File: config.mk
export PLATFORM = sky130hd
export DESIGN_NAME = hazard_fwd_unit_flat
export DESIGN_NICKNAME = d
export VERILOG_FILES = /design/src/rtl/hazard_fwd_unit_if.sv /design/src/rtl/hazard_fwd_unit.sv /design/src/flat_wrapper.sv
export SDC_FILE = /design/constraint.sdc
export NUM_CORES = 1
export LEC_CHECK = 0
export CAP_MARGIN = 20
export CORE_MARGIN = 10
export CORE_UTILIZATION = 27
export CTS_CLUSTER_DIAMETER = 80
export DETAILED_ROUTE_END_ITERATION = 12
export GPL_TIMING_DRIVEN = 0
export MAX_ROUTING_LAYER = met4
export PLACE_DENSITY = 0.46
export SYNTH_ARGS = -nofsm -noshare
export SYNTH_HDL_FRONTEND = slang
export SYNTH_SLANG_ARGS = --single-unit
File: constraint.sdc
create_clock -name clk -period 2.2 [get_ports clk]
set_input_delay 0.22 -clock clk [delete_from_list [all_inputs] [get_ports clk]]
set_output_delay 0.22 -clock clk [all_outputs]
set_load 0.01 [all_outputs]
File: src/rtl/hazard_fwd_unit_if.sv
// Hazard/forwarding bus: ID-stage instruction info in, stall and EX forward selects out.
interface hazard_fwd_unit_if #(
   parameter int unsigned RW    = 4,
   parameter int unsigned DEPTH = 3
);
   localparam int unsigned SW = $clog2(DEPTH + 1);

   logic          freeze;
   logic          flush;
   logic          id_valid;
   logic [RW-1:0] id_rs;
   logic [RW-1:0] id_rt;
   logic          id_rs_used;
   logic          id_rt_used;
   logic          id_wr;
   logic [RW-1:0] id_rd;
   logic          id_is_load;
   logic          stall;
   logic [SW-1:0] fwd_rs_sel;
   logic [SW-1:0] fwd_rt_sel;
   logic          ex_valid;
   logic [15:0]   stall_cnt;

   modport master (
      output freeze, flush, id_valid, id_rs, id_rt, id_rs_used, id_rt_used,
             id_wr, id_rd, id_is_load,
      input  stall, fwd_rs_sel, fwd_rt_sel, ex_valid, stall_cnt
   );

   modport slave (
      input  freeze, flush, id_valid, id_rs, id_rt, id_rs_used, id_rt_used,
             id_wr, id_rd, id_is_load,
      output stall, fwd_rs_sel, fwd_rt_sel, ex_valid, stall_cnt
   );
endinterface

File: src/rtl/hazard_fwd_unit.sv
// Hazard detection and forwarding control: a scoreboard of in-flight writers (entry 0 = EX)
// is searched for the youngest producer of each ID source; not-yet-ready producers stall ID,
// ready ones yield a registered forward select for the consumer's EX cycle.
module hazard_fwd_unit #(
   parameter int unsigned RW       = 4,
   parameter int unsigned DEPTH    = 3,
   parameter int unsigned LOAD_RDY = 2,
   parameter int unsigned ALU_RDY  = 1
) (
   input logic              clk,
   input logic              rst,
   hazard_fwd_unit_if.slave bus
);
   localparam int unsigned SW = $clog2(DEPTH + 1);

   logic [DEPTH-1:0] v_q;
   logic [DEPTH-1:0] ld_q;
   logic [RW-1:0]    rd_q [DEPTH];
   logic [SW-1:0]    fwd_rs_sel_q;
   logic [SW-1:0]    fwd_rt_sel_q;
   logic             ex_valid_q;
   logic [15:0]      stall_cnt_q;

   logic [RW-1:0]    src [2];
   logic [1:0]       src_used;
   logic [1:0]       hazard;
   logic [SW-1:0]    sel_d [2];
   logic             stall;
   logic             bubble;
   logic             ins_v;

   assign src[0]   = bus.id_rs;
   assign src[1]   = bus.id_rt;
   assign src_used = {bus.id_rt_used, bus.id_rs_used};

   // Youngest matching producer per source; descending scan so the lowest entry wins
   always_comb begin
      for (int s = 0; s < 2; s++) begin
         hazard[s] = 1'b0;
         sel_d[s]  = '0;
         for (int j = int'(DEPTH) - 1; j >= 0; j--) begin
            if (src_used[s] && (src[s] != '0) && v_q[j] && (rd_q[j] == src[s])) begin
               // Producer reaches entry j+1 when the consumer reaches EX
               hazard[s] = (j + 1) < (ld_q[j] ? int'(LOAD_RDY) : int'(ALU_RDY));
               sel_d[s]  = ((j + 1) <= (int'(DEPTH) - 1)) ? SW'(j + 1) : '0;
            end
         end
      end
   end

   assign stall  = bus.id_valid & ~bus.flush & ~bus.freeze & (|hazard);
   assign bubble = stall | bus.flush | ~bus.id_valid;
   assign ins_v  = bus.id_wr & (bus.id_rd != '0);

   // Scoreboard advance, forward selects and stall counter; reset beats freeze
   always_ff @(posedge clk) begin
      if (rst) begin
         v_q          <= '0;
         ld_q         <= '0;
         for (int j = 0; j < int'(DEPTH); j++) rd_q[j] <= '0;
         fwd_rs_sel_q <= '0;
         fwd_rt_sel_q <= '0;
         ex_valid_q   <= 1'b0;
         stall_cnt_q  <= '0;
      end else if (!bus.freeze) begin
         v_q  <= {v_q[DEPTH-2:0], ins_v & ~bubble};
         ld_q <= {ld_q[DEPTH-2:0], bus.id_is_load};
         for (int j = int'(DEPTH) - 1; j > 0; j--) rd_q[j] <= rd_q[j-1];
         rd_q[0]      <= bus.id_rd;
         fwd_rs_sel_q <= bubble ? '0 : sel_d[0];
         fwd_rt_sel_q <= bubble ? '0 : sel_d[1];
         ex_valid_q   <= ~bubble;
         if (stall && (stall_cnt_q != 16'hFFFF)) stall_cnt_q <= stall_cnt_q + 16'd1;
      end
   end

   assign bus.stall      = stall;
   assign bus.fwd_rs_sel = fwd_rs_sel_q;
   assign bus.fwd_rt_sel = fwd_rt_sel_q;
   assign bus.ex_valid   = ex_valid_q;
   assign bus.stall_cnt  = stall_cnt_q;
endmodule

File: src/flat_wrapper.sv
// flat-port wrapper written by rule: the top's interface ports become plain ports
module hazard_fwd_unit_flat 
#(
   parameter int unsigned RW       = 4,
   parameter int unsigned DEPTH    = 3,
   parameter int unsigned LOAD_RDY = 2,
   parameter int unsigned ALU_RDY  = 1
)
  (clk, rst, bus_freeze, bus_flush, bus_id_valid, bus_id_rs, bus_id_rt, bus_id_rs_used, bus_id_rt_used, bus_id_wr, bus_id_rd, bus_id_is_load, bus_stall, bus_fwd_rs_sel, bus_fwd_rt_sel, bus_ex_valid, bus_stall_cnt);
  hazard_fwd_unit_if #(.RW(RW), .DEPTH(DEPTH)) bus_i ();
  input logic clk;
  input logic rst;
  input wire logic [$bits(bus_i.freeze)-1:0] bus_freeze;
  input wire logic [$bits(bus_i.flush)-1:0] bus_flush;
  input wire logic [$bits(bus_i.id_valid)-1:0] bus_id_valid;
  input wire logic [$bits(bus_i.id_rs)-1:0] bus_id_rs;
  input wire logic [$bits(bus_i.id_rt)-1:0] bus_id_rt;
  input wire logic [$bits(bus_i.id_rs_used)-1:0] bus_id_rs_used;
  input wire logic [$bits(bus_i.id_rt_used)-1:0] bus_id_rt_used;
  input wire logic [$bits(bus_i.id_wr)-1:0] bus_id_wr;
  input wire logic [$bits(bus_i.id_rd)-1:0] bus_id_rd;
  input wire logic [$bits(bus_i.id_is_load)-1:0] bus_id_is_load;
  output wire logic [$bits(bus_i.stall)-1:0] bus_stall;
  output wire logic [$bits(bus_i.fwd_rs_sel)-1:0] bus_fwd_rs_sel;
  output wire logic [$bits(bus_i.fwd_rt_sel)-1:0] bus_fwd_rt_sel;
  output wire logic [$bits(bus_i.ex_valid)-1:0] bus_ex_valid;
  output wire logic [$bits(bus_i.stall_cnt)-1:0] bus_stall_cnt;
  assign bus_i.freeze = bus_freeze;
  assign bus_i.flush = bus_flush;
  assign bus_i.id_valid = bus_id_valid;
  assign bus_i.id_rs = bus_id_rs;
  assign bus_i.id_rt = bus_id_rt;
  assign bus_i.id_rs_used = bus_id_rs_used;
  assign bus_i.id_rt_used = bus_id_rt_used;
  assign bus_i.id_wr = bus_id_wr;
  assign bus_i.id_rd = bus_id_rd;
  assign bus_i.id_is_load = bus_id_is_load;
  assign bus_stall = bus_i.stall;
  assign bus_fwd_rs_sel = bus_i.fwd_rs_sel;
  assign bus_fwd_rt_sel = bus_i.fwd_rt_sel;
  assign bus_ex_valid = bus_i.ex_valid;
  assign bus_stall_cnt = bus_i.stall_cnt;
  hazard_fwd_unit #(.RW(RW), .DEPTH(DEPTH), .LOAD_RDY(LOAD_RDY), .ALU_RDY(ALU_RDY)) u_core (.clk(clk), .rst(rst), .bus(bus_i));
endmodule
# --- Word-level counts from Yosys, hierarchy flattened ---
# Memory sizes are Yosys's and may differ from the RTL's.
# Index checks and enable logic that the tools add are counted.
op_classes:
  add_sub_neg: 1
  n_lt_le_gt_ge: 3
  n_eq_ne: 7
  n_mux: 23
  bitwise: 14
  n_reduce_logical: 20
op_table:
  columns: ["op", "n"]
  rows:
  - ["less-than comparator 3 x 32 -> 1 bit (first input constant)", 2]
  - ["less-than comparator 2 x 32 -> 1 bit (first input constant)", 1]
  - ["equality test 4 bit", 6]
  - ["two-way mux 2 bit", 9]
  - ["adder 16 x 1 -> 16 bit (second input constant)", 1]
  - ["!= test 16 bit (second input constant)", 1]
  - ["logical AND 1 bit", 15]
  - ["two-way mux 4 bit", 3]
  - ["nonzero test 4 bit", 3]
  - ["two-way mux 1 bit", 11]
  - ["bitwise AND 1 bit", 5]
  - ["bitwise OR 1 bit", 5]
  - ["inverter 1 bit", 4]
  - ["AND reduction 2 bit", 1]
  - ["OR reduction 2 bit", 1]
totals:
  regBits: 27
  ramBits: 12
  input_bits: 21
  out_inout_bits: 22
  word_cells: 75
  mem_count: 1
memory_table:
  columns: ["name", "depth", "word_bits", "read_ports", "rd_clocked_by_memory_dff", "wr", "line", "rtl"]
  rows:
  - ["u_core.rd_q", 3, 4, 3, 0, 3, "hazard_fwd_unit.sv:18", "logic [RW-1:0] rd_q [DEPTH];"]

# --- Logic depth before layout (Yosys ltp) ---
logic_depth:
  ltp_word: 13
  depth_mapped: 8
  depth_no_buf: 7

# --- Worst setup path before layout ---
# OpenSTA, ideal clock, no wires.
synth_path:
  kind: "reg-to-reg"
  startpoint: "memory u_core.rd_q[0][2]"
  endpoint: "register u_core.stall_cnt_q[15], in the netlist u_core.bus.stall_cnt[15]"
  setup_time_ns: 0.123
  arrival_ns: 1.779
  required_ns: 2.077
  setup_slack_ns: 0.298
  stages_incl_launch_ff: 6
  path_buffers: 0
  period_less_slack_ns: 1.902
  path_cell_list: "edfxtp_1 -> xor2_1 -> nor4_4 -> o2111ai_2 -> nor3b_1 -> mux2_1"
synth_rtl:
  columns: ["item", "line", "rtl"]
  rows:
  - ["from (decl)", "hazard_fwd_unit.sv:18", null]
  - ["to (signal assigned)", "hazard_fwd_unit.sv:73", "if (stall && (stall_cnt_q != 16'hFFFF)) stall_cnt_q <= stall_cnt_q + 16'd1;"]
  - ["to (decl)", "hazard_fwd_unit.sv:22", "logic [15:0] stall_cnt_q;"]

# --- Worst setup path in the final report ---
layout_path:
  startpoint: "input bus_id_rt[0]"
  endpoint: "output bus_stall"
layout_between:
  elab_chain_len: 9
  elab_cells_between_ends: 16
  cone_classes: "3 x eq/ne; 3 x mux; 1 x bitwise; 9 x reduce/logical"
layout_lines:
  columns: ["item", "line", "rtl"]
  rows:
  - ["from (decl)", "flat_wrapper.sv:17", "input wire logic [$bits(bus_i.id_rt)-1:0] bus_id_rt;"]
  - ["nonzero test 4 bit", "hazard_fwd_unit.sv:42", "if (src_used[s] && (src[s] != '0) && v_q[j] && (rd_q[j] == src[s])) begin"]
  - ["logical AND 1 bit (3 in a row)", "hazard_fwd_unit.sv:42", null]
  - ["two-way mux 1 bit (2 in a row)", "hazard_fwd_unit.sv:42", null]
  - ["two-way mux 1 bit *", "hazard_fwd_unit.sv:42", null]
  - ["OR reduction 2 bit *", "hazard_fwd_unit.sv:51", "assign stall = bus.id_valid & ~bus.flush & ~bus.freeze & (|hazard);"]
  - ["bitwise AND 1 bit *", "hazard_fwd_unit.sv:51", null]
  - ["to (decl)", "flat_wrapper.sv:23", "output wire logic [$bits(bus_i.stall)-1:0] bus_stall;"]
# Every way passes the cells marked *; elsewhere a longest branch is shown, timed or not.

==> qor.csv <==
metric,value,unit
outcome,"complete, no violations",
CTS tree,done,
Mean Syn Cell Area,9.59,um2
final worst-path cycle share,96.6,%
DRC Markers,0,
cell taking the most area after synthesis,dfxtp_1,
crit path DAT,1.90,ns
reg2reg path depth,7,
ys flop type,dfxtp_1,
clock latency on the worst-skew pair,0.28,ns
asr flop ratio synth,0,%
global route overflow,0,
worst path bufs/invs,3,
fmax,0.471,GHz
Worst EP required,1.98,ns
"Hold Vio Cnt, Final",0,
crit path max-delay cell type,clkdlybuf4s50_1,
setup tns final,0,ns
Std-Cell Rows,28,
Final Max Tran Viols,0,
R2R Path Start,u_core.rd_q[0][2]$_SDFFCE_PN0P_,
critical path class,in2out,
via-per-instance ratio,4.69,
GP Congestion,0.724,
dpl hpwl,3320,um
largest cells by area after synthesis,"dfxtp_1, edfxtp_1, xor2_1, nor2_1, nand3_1",
hold_sp,u_core.bus.fwd_rs_sel[1]$_SDFFE_PP0N_,
max_cap viols,0,
fillers,613,
Crit path max-delay family,buffers and inverters,
syn_nets,195,
"EDFF count, synth",8,
TritonCTS Sinks,32,
Max stage delay on crit path,0.47,ns
"Clk pin slew, worst setup/hold paths",0.07,ns
CTS Hold Bufs,0,
remaining antenna violation count after routing,0,
cts bufs inserted,5,
Cells after Synth,173,
Setup Viol. Count Final,0,
CP cell instances,"clkdlybuf4s50_1, o41a_1, nand3_1, nor4_4, o21ai_2, inv_2, dlygate4sd2_1",
clock buffer depth,2,
wire length per cell,14.4,um
Syn. warnings,0,
#FFs+latches synth,32,
Min-Delay Path Depth,2,
number of global-route vias before repair,1436,
post-synth top area share,29.0,%
H-tree levels,2,
crit-path max FO,5,
# port buffers,42,
layout cells sized above 1,13.9,%
Initial Util,27.9,%
Finished Core Util,40.2,%
initial drt markers,72,
Die Span Y,98.4,um
root buffer cell,clkbuf_8,
peak supply drop,0.000230,V
Reg-to-Reg End,u_core.bus.stall_cnt[12]$_SDFFE_PP0P_,
most frequent cell after synthesis,dfxtp_1,
routed via count,1434,
Die Width,98.4,um
Critical Path End Type,output port,
detailed-route wire length,4390,um
IO Count,43,
ranking of synthesized cells by instance count,"dfxtp_1, nor2_1, nand2_1",
Antenna Cells,0,
Clock Skews,0.00594,ns
largest net degree at the start of global routing,12,
Worst Tran Pin Value,0.536,ns
Synth Cell Area,1660,um2
"Min Clock Period, post-route",2.12,ns
post-layout net count,252,
drt first pass iters,4,
area grow syn2layout,44.4,%
CP startpoint kind,input port,
P_leak,0.000874,uW
initial antenna violation count,0,
worst hold-check path type,reg2reg,
R2R setup slack,0.16,ns
GRT Total Usage,9.36,%
Min-Delay Endpoint,u_core.bus.fwd_rs_sel[1]$_SDFFE_PP0N_,
first-pass GRT wire length,7150,um
die area,9680,um2
Core ar.,5960,um2
Synth cell types,41,
Slew Limit Headroom,64.3,%
sequential element share of the synthesized area,43.4,%
Cell Pwr Density,547,nW/um2
[registers in the layout, summed over array words and instances (netlist names)]
| signal | count |
|---|---|
| u_core.bus.stall_cnt | 16 |
| u_core.v_q | 2 |
| u_core.bus.fwd_rt_sel | 2 |
| u_core.rd_q | 8 |
| u_core.bus.ex_valid | 1 |
| u_core.bus.fwd_rs_sel | 2 |
| u_core.ld_q | 1 |
[metal layers]
layer | up-vias | track usage [%] | share of wire [%] | wire (um)
li1 | 742 | - | - | -
met1 | 639 | 12.2 | 52 | 2280
met2 | 47 | 13.4 | 42 | 1840
met3 | 6 | 2.40 | 4.4 | 195
met4 | 0 | 3.75 | 1.8 | 79
met5 | - | - | 0 | 0
[cell usage in the layout, fill, tap and decap left out, types with 4 or more instances in the layout]
cell | synthesis | routed
nor2b_1 | 5 | 5
clkdlybuf4s50_1 | 0 | 36
xnor2_1 | 6 | 6
and2_1 | 8 | 8
or3_1 | 6 | 6
dlymetal6s2s_1 | 0 | 4
edfxtp_1 | 8 | 8
a21oi_1 | 8 | 8
dfxtp_1 | 24 | 24
o21ai_0 | 9 | 9
inv_1 | 4 | 4
nor2_1 | 16 | 16
nand3_1 | 11 | 10
clkbuf_8 | 0 | 5
nand2_1 | 13 | 12
buf_4 | 0 | 8
xor2_1 | 11 | 11
[cells by family after synthesis]
group           Yosys count  synth area share, %
compound gates           29                 12.2
xor+xnor                 17                 8.97
fa+ha+maj                 1                0.754
buf+inv                   9                 2.49
flops                    32                 43.4
mux                       8                 5.20
simple gates             77                 26.9
[where the power goes]
part | switching [uW] | leakage (uW) | internal (uW)
sequential | 13.3 | 0.000281 | 617
clock | 225 | 0.0000541 | 335
combinational | 56.2 | 0.000539 | 62.6
[how the worst max path moves through the flow]
| stage | from | end | cells past startpoint |
|---|---|---|---|
| after detailed placement | bus_id_rs[3] | u_core.bus.stall_cnt[9]$_SDFFE_PP0P_ | 7 |
| after global placement | bus_id_rs[3] | u_core.bus.stall_cnt[9]$_SDFFE_PP0P_ | 7 |
| after floorplan | u_core.rd_q[0][2]$_SDFFCE_PN0P_ | u_core.bus.stall_cnt[15]$_SDFFE_PP0P_ | 5 |
| after CTS | bus_id_rs[2] | u_core.bus.stall_cnt[9]$_SDFFE_PP0P_ | 8 |
| final | bus_id_rt[0] | bus_stall | 7 |
| after global routing | u_core.bus.stall_cnt[0]$_SDFFE_PP0P_ | u_core.bus.stall_cnt[1]$_SDFFE_PP0P_ | 8 |
[metrics by stage]
| stage | power, uW | hold slack [ns] | worst slack, ns | area, um2 | std cells |
|---|---|---|---|---|---|
| 3_3_place_gp | 765 | 0.438 | -0.408 | 2170 | 290 |
| 2_1_floorplan | 699 | 0.364 | 0.298 | 1660 | 173 |
| 5_1_grt | 1360 | 0.486 | -0.00289 | 2400 | 306 |
| 3_5_place_dp | 763 | 0.442 | -0.408 | 2170 | 290 |
| 6_report | 1310 | 0.455 | 0.0757 | 2400 | 306 |
| 4_1_cts | 1330 | 0.462 | -0.0112 | 2350 | 304 |
[worst register-to-register path, cell delays in order, from the launching register on]
cell      delay [ns]
edfxtp_1        0.44
xor2_1          0.19
nor4_4          0.31
buf_4           0.16
o21ai_2         0.06
buf_4           0.16
nor3b_1         0.26
mux2_2          0.36
[layout make-up]
type                            count  area [um2]  share of cell area (%)
Buffer                              4        22.5                   0.940
Clock buffer                        5        68.8                    2.87
Clock inverter                      3        42.5                    1.78
Inverter                            5        18.8                   0.783
Multi-Input combinational cell    132         941                    39.3
Sequential cell                    32         721                    30.1
Tap cell                           75        93.8                    3.92
Timing Repair Buffer               50         488                    20.4
[what timing repair did]
item	in CTS	in global routing
setup buffers	6	2
endpoints found under the setup margin	4	15
gates resized for setup	5	8
pin swaps	5	5
endpoints found under the hold margin	0	0
Note: power is estimated with default switching activity, not from simulation.
==> variant 1, RTL diff (same settings) <==
Reset style: asynchronous (`rst`), changed in one clocked block.
--- a/src/rtl/hazard_fwd_unit.sv
+++ b/src/rtl/hazard_fwd_unit.sv
@@ -54,5 +54,5 @@
 
    // Scoreboard advance, forward selects and stall counter; reset beats freeze
-   always_ff @(posedge clk) begin
+   always_ff @(posedge clk or posedge rst) begin
       if (rst) begin
          v_q          <= '0;
Function: differs if rst is asserted again (counterexample within 4 cycles, from zero or initial values and one cycle with rst high); with rst held inactive, the same outputs for 10 cycles.
==> variant 1 against the unedited design <==
- final area fell by 1.5%
- synthesized area about the same
- global-route usage is 0.39 points higher
- power decreased by 0.85%
- clock power down 14%
- worst setup slack improved by 0.024 ns
- sequential power up 2%
- final cell count shrank 4.2%
- die area about the same
- sequential cell count stayed put
- routed wire length is 5.0% higher
- utilization is 0.59 points lower
- non-clock buffer count is 1 higher
- largest power group unchanged
==> variant 1: results <==
[worst_hold_path]
hold_path.class = "in2async"

[grt]
met3_usage = 0.0289
grt_pass1_vias = 1550
grt_usage = 0.0974
grt_pass1_wl_mm = 7.56

[worst_setup_path]
rrSetupSlack_ns = 0.11
critPathArrivalTime_ns = 2.26
cp_max_fo = 6
reg2reg_from = "u_core.rd_q[10]"

[drt]
first_iter_violations = 34
route.met2.wl_mm = 2.26
wl_mm = 4.61

[power_and_ir_drop]
combPwrFrac = 0.135
peakVddDrop_mv = 0.278
p_leak_uw = 0.00102
p_seq_frac = 0.495
p_comb_uw = 175
power_switching_uw = 307

[synth]
syn_nets = 182
synth_area_leaders = "dfrtp_1 (48%), xor2_1 (9.5%), mux2_2 (6.8%)"
avgSynthCellArea_um2 = 10.4
synth-compound-area-share = 0.0528
synth_xor_area_frac = 0.158
synth_fa_ha_area_frac = 0.00755
ys_top_cells_by_count = "dfrtp_1 (32), nand2_1 (18), xor2_1 (18), nand3_1 (15), xnor2_1 (12)"
ys_seq_area_frac = 0.483
synth_cell_types = 27
async_flop_share = 1.00

[run_status]
status = "complete, no violations"

[clock_network]
post_cts_buffers = 4
cts_resized = 9

[cells_and_area]
nets = 240

[timing]
holdWs_ns = 0.343
skew_ns = 0.00372
min_period_over_period = 0.955

[place]
dpl.hpwl_mm = 3.56
gp_congestion = 0.890
placed_cells = 277
post_dp_cell_area_mm2 = 0.00219
variant 1: cell types whose count changed in the layout (fill, tap and decap cells not counted), sizes merged, moves of 7 or more:
cell    before  now
xor2        11   18
nor3         1   12
dfrtp        0   32
edfxtp       8    0
nor2        16    9
a21oi        8    0
and2         8    0
dfxtp       24    0
variant 1: final cells by class:
type	count	area [µm²]
well taps	75	93.8
inverters	3	11.3
clock buffers	7	96.3
multi-input cells	121	840
fillers	605	3590
repair buffers	52	500
plain buffers	3	18.8
flip-flops and latches	32	801
variant 1: cells by family after synthesis:
logic type	Yosys count
XOR/XNOR	30
flip-flops	32
AND/OR/NAND/NOR	67
adder cells (fa/ha/maj)	1
multiplexers	11
AO/OA/AOI/OAI	12
buffers and inverters	7
variant 1: critical path, cell delays in order:
cell and delay (ns):
clkdlybuf4s50_1 0.49, xor2_1 0.17, nor3_1 0.20, nand3_1 0.13, o22a_1 0.21, buf_6 0.14, or3_4 0.40, mux2_4 0.30
==> variant 2, RTL diff (same flow settings) <==
Without the edit above. `DEPTH` is set to 3 in 3 places; all go to 6.
--- a/src/rtl/hazard_fwd_unit_if.sv
+++ b/src/rtl/hazard_fwd_unit_if.sv
@@ -2,5 +2,5 @@
 interface hazard_fwd_unit_if #(
    parameter int unsigned RW    = 4,
-   parameter int unsigned DEPTH = 3
+   parameter int unsigned DEPTH = 6
 );
    localparam int unsigned SW = $clog2(DEPTH + 1);
--- a/src/rtl/hazard_fwd_unit.sv
+++ b/src/rtl/hazard_fwd_unit.sv
@@ -4,5 +4,5 @@
 module hazard_fwd_unit #(
    parameter int unsigned RW       = 4,
-   parameter int unsigned DEPTH    = 3,
+   parameter int unsigned DEPTH    = 6,
    parameter int unsigned LOAD_RDY = 2,
    parameter int unsigned ALU_RDY  = 1
--- a/src/flat_wrapper.sv
+++ b/src/flat_wrapper.sv
@@ -3,5 +3,5 @@
 #(
    parameter int unsigned RW       = 4,
-   parameter int unsigned DEPTH    = 3,
+   parameter int unsigned DEPTH    = 6,
    parameter int unsigned LOAD_RDY = 2,
    parameter int unsigned ALU_RDY  = 1
Ports: changed (resized bus_fwd_rs_sel and bus_fwd_rt_sel); port bits go from 43 to 45. The function was not compared with the original's and may differ.
==> variant 2 against the unedited design <==
- die area is 51% higher
- clock skew rose by 0.0024 ns
- highest routed layer unchanged
- register-to-register slack worse by 0.03 ns
- worst setup slack better by 0.050 ns
- sequential cell count is 17 higher
- routed wire length rose by 61%
- critical endpoint is now u_core.bus.stall_cnt[13]
- via count rose by 48%
- final area rose by 46%
- synthesized area up 66%
- power increased by 41%
- sequential power rose by 58%
==> variant 2: results <==
[clock_network]
cts.clk_slew.worst_paths_ns = 0.09
cts_resized = 4
insertion_delay_ns = 0.30
post_cts_buffers = 1

[power_and_ir_drop]
p_seq_uw = 1000
p_leak_uw = 0.00124
peakVddDrop_mv = 0.241
combPwrFrac = 0.110
pwr-share-clk = 0.346
switching_share = 0.242

[place]
post_dp_cell_area_mm2 = 0.00327
port_buffers = 35
placed_cells = 434
dpl.hpwl_mm = 5.38

[drt]
first_iter_violations = 118
wl_met3_um = 142
detailroute.via_count = 2121
routedWlPerCell_um = 15.6
met1_length_mm = 3.74
drtPass1Iterations = 6

[worst_setup_path]
rrSetupSlack_ns = 0.13
crit_slowest_cell = "or4_1"
endpoint = "u_core.bus.stall_cnt[13]"
critPathArrivalTime_ns = 2.31
crit_family = "simple AND/OR/NAND/NOR gates"
worstSetupPathType = "reg2reg"

[cells_and_area]
nets = 341
nFillCells = 1020
largest_reg_flops = 20
drive_above_1_share = 0.150
finalNonFillerCells = 453

[synth]
syn_nets = 288
yosys.area.top_type_share = 0.218
synth-edff-count = 20
synth_cell_types = 50
avgSynthCellArea_um2 = 10.3
ys_seq_area_frac = 0.429

[grt]
met3_usage = 0.0163
grt_pass1_wl_mm = 11.9
grt_pass1_vias = 2215

[timing]
skew_ns = 0.00832
tightestPinTransition_ns = 0.812

[worst_hold_path]
hold_depth = 3
min_from = "bus_freeze"
hold_end = "u_core.ld_q[0]"
hold_path.class = "in2reg"

[run_status]
status = "complete, no violations"
[variant 2: cell type report]
class / instances / area share
Clock buffer: 8 / 0.0319
Tap cell: 133 / 0.0477
Multi-Input combinational cell: 199 / 0.429
Buffer: 16 / 0.0280
Inverter: 2 / 0.00215
Sequential cell: 49 / 0.338
Timing Repair Buffer: 46 / 0.123
[variant 2: stage by stage]
step                      worst slack, ns  TNS [ns]  hold WS [ns]  utilization
after global routing              -0.0207   -0.0253         0.246        0.354
after detailed placement           -0.162     -1.45         0.439        0.331
after floorplan                     0.318         0         0.364            -
final                               0.126         0         0.221        0.354
after CTS                         0.00555         0         0.219        0.344
after global placement             -0.164    -0.722         0.446        0.331
[variant 2: logic make-up (layout without fill, tap and decap cells)]
group	after synthesis	in the layout	share of synthesized area
muxes	6	6	0.0218
adders and majority gates	1	1	0.00455
buffers and inverters	18	72	0.0382
xor gates and xnor gates	49	49	0.156
AOI/OAI and AO/OA	44	44	0.137
and+or+nand+nor	99	99	0.213
DFF	49	49	0.429
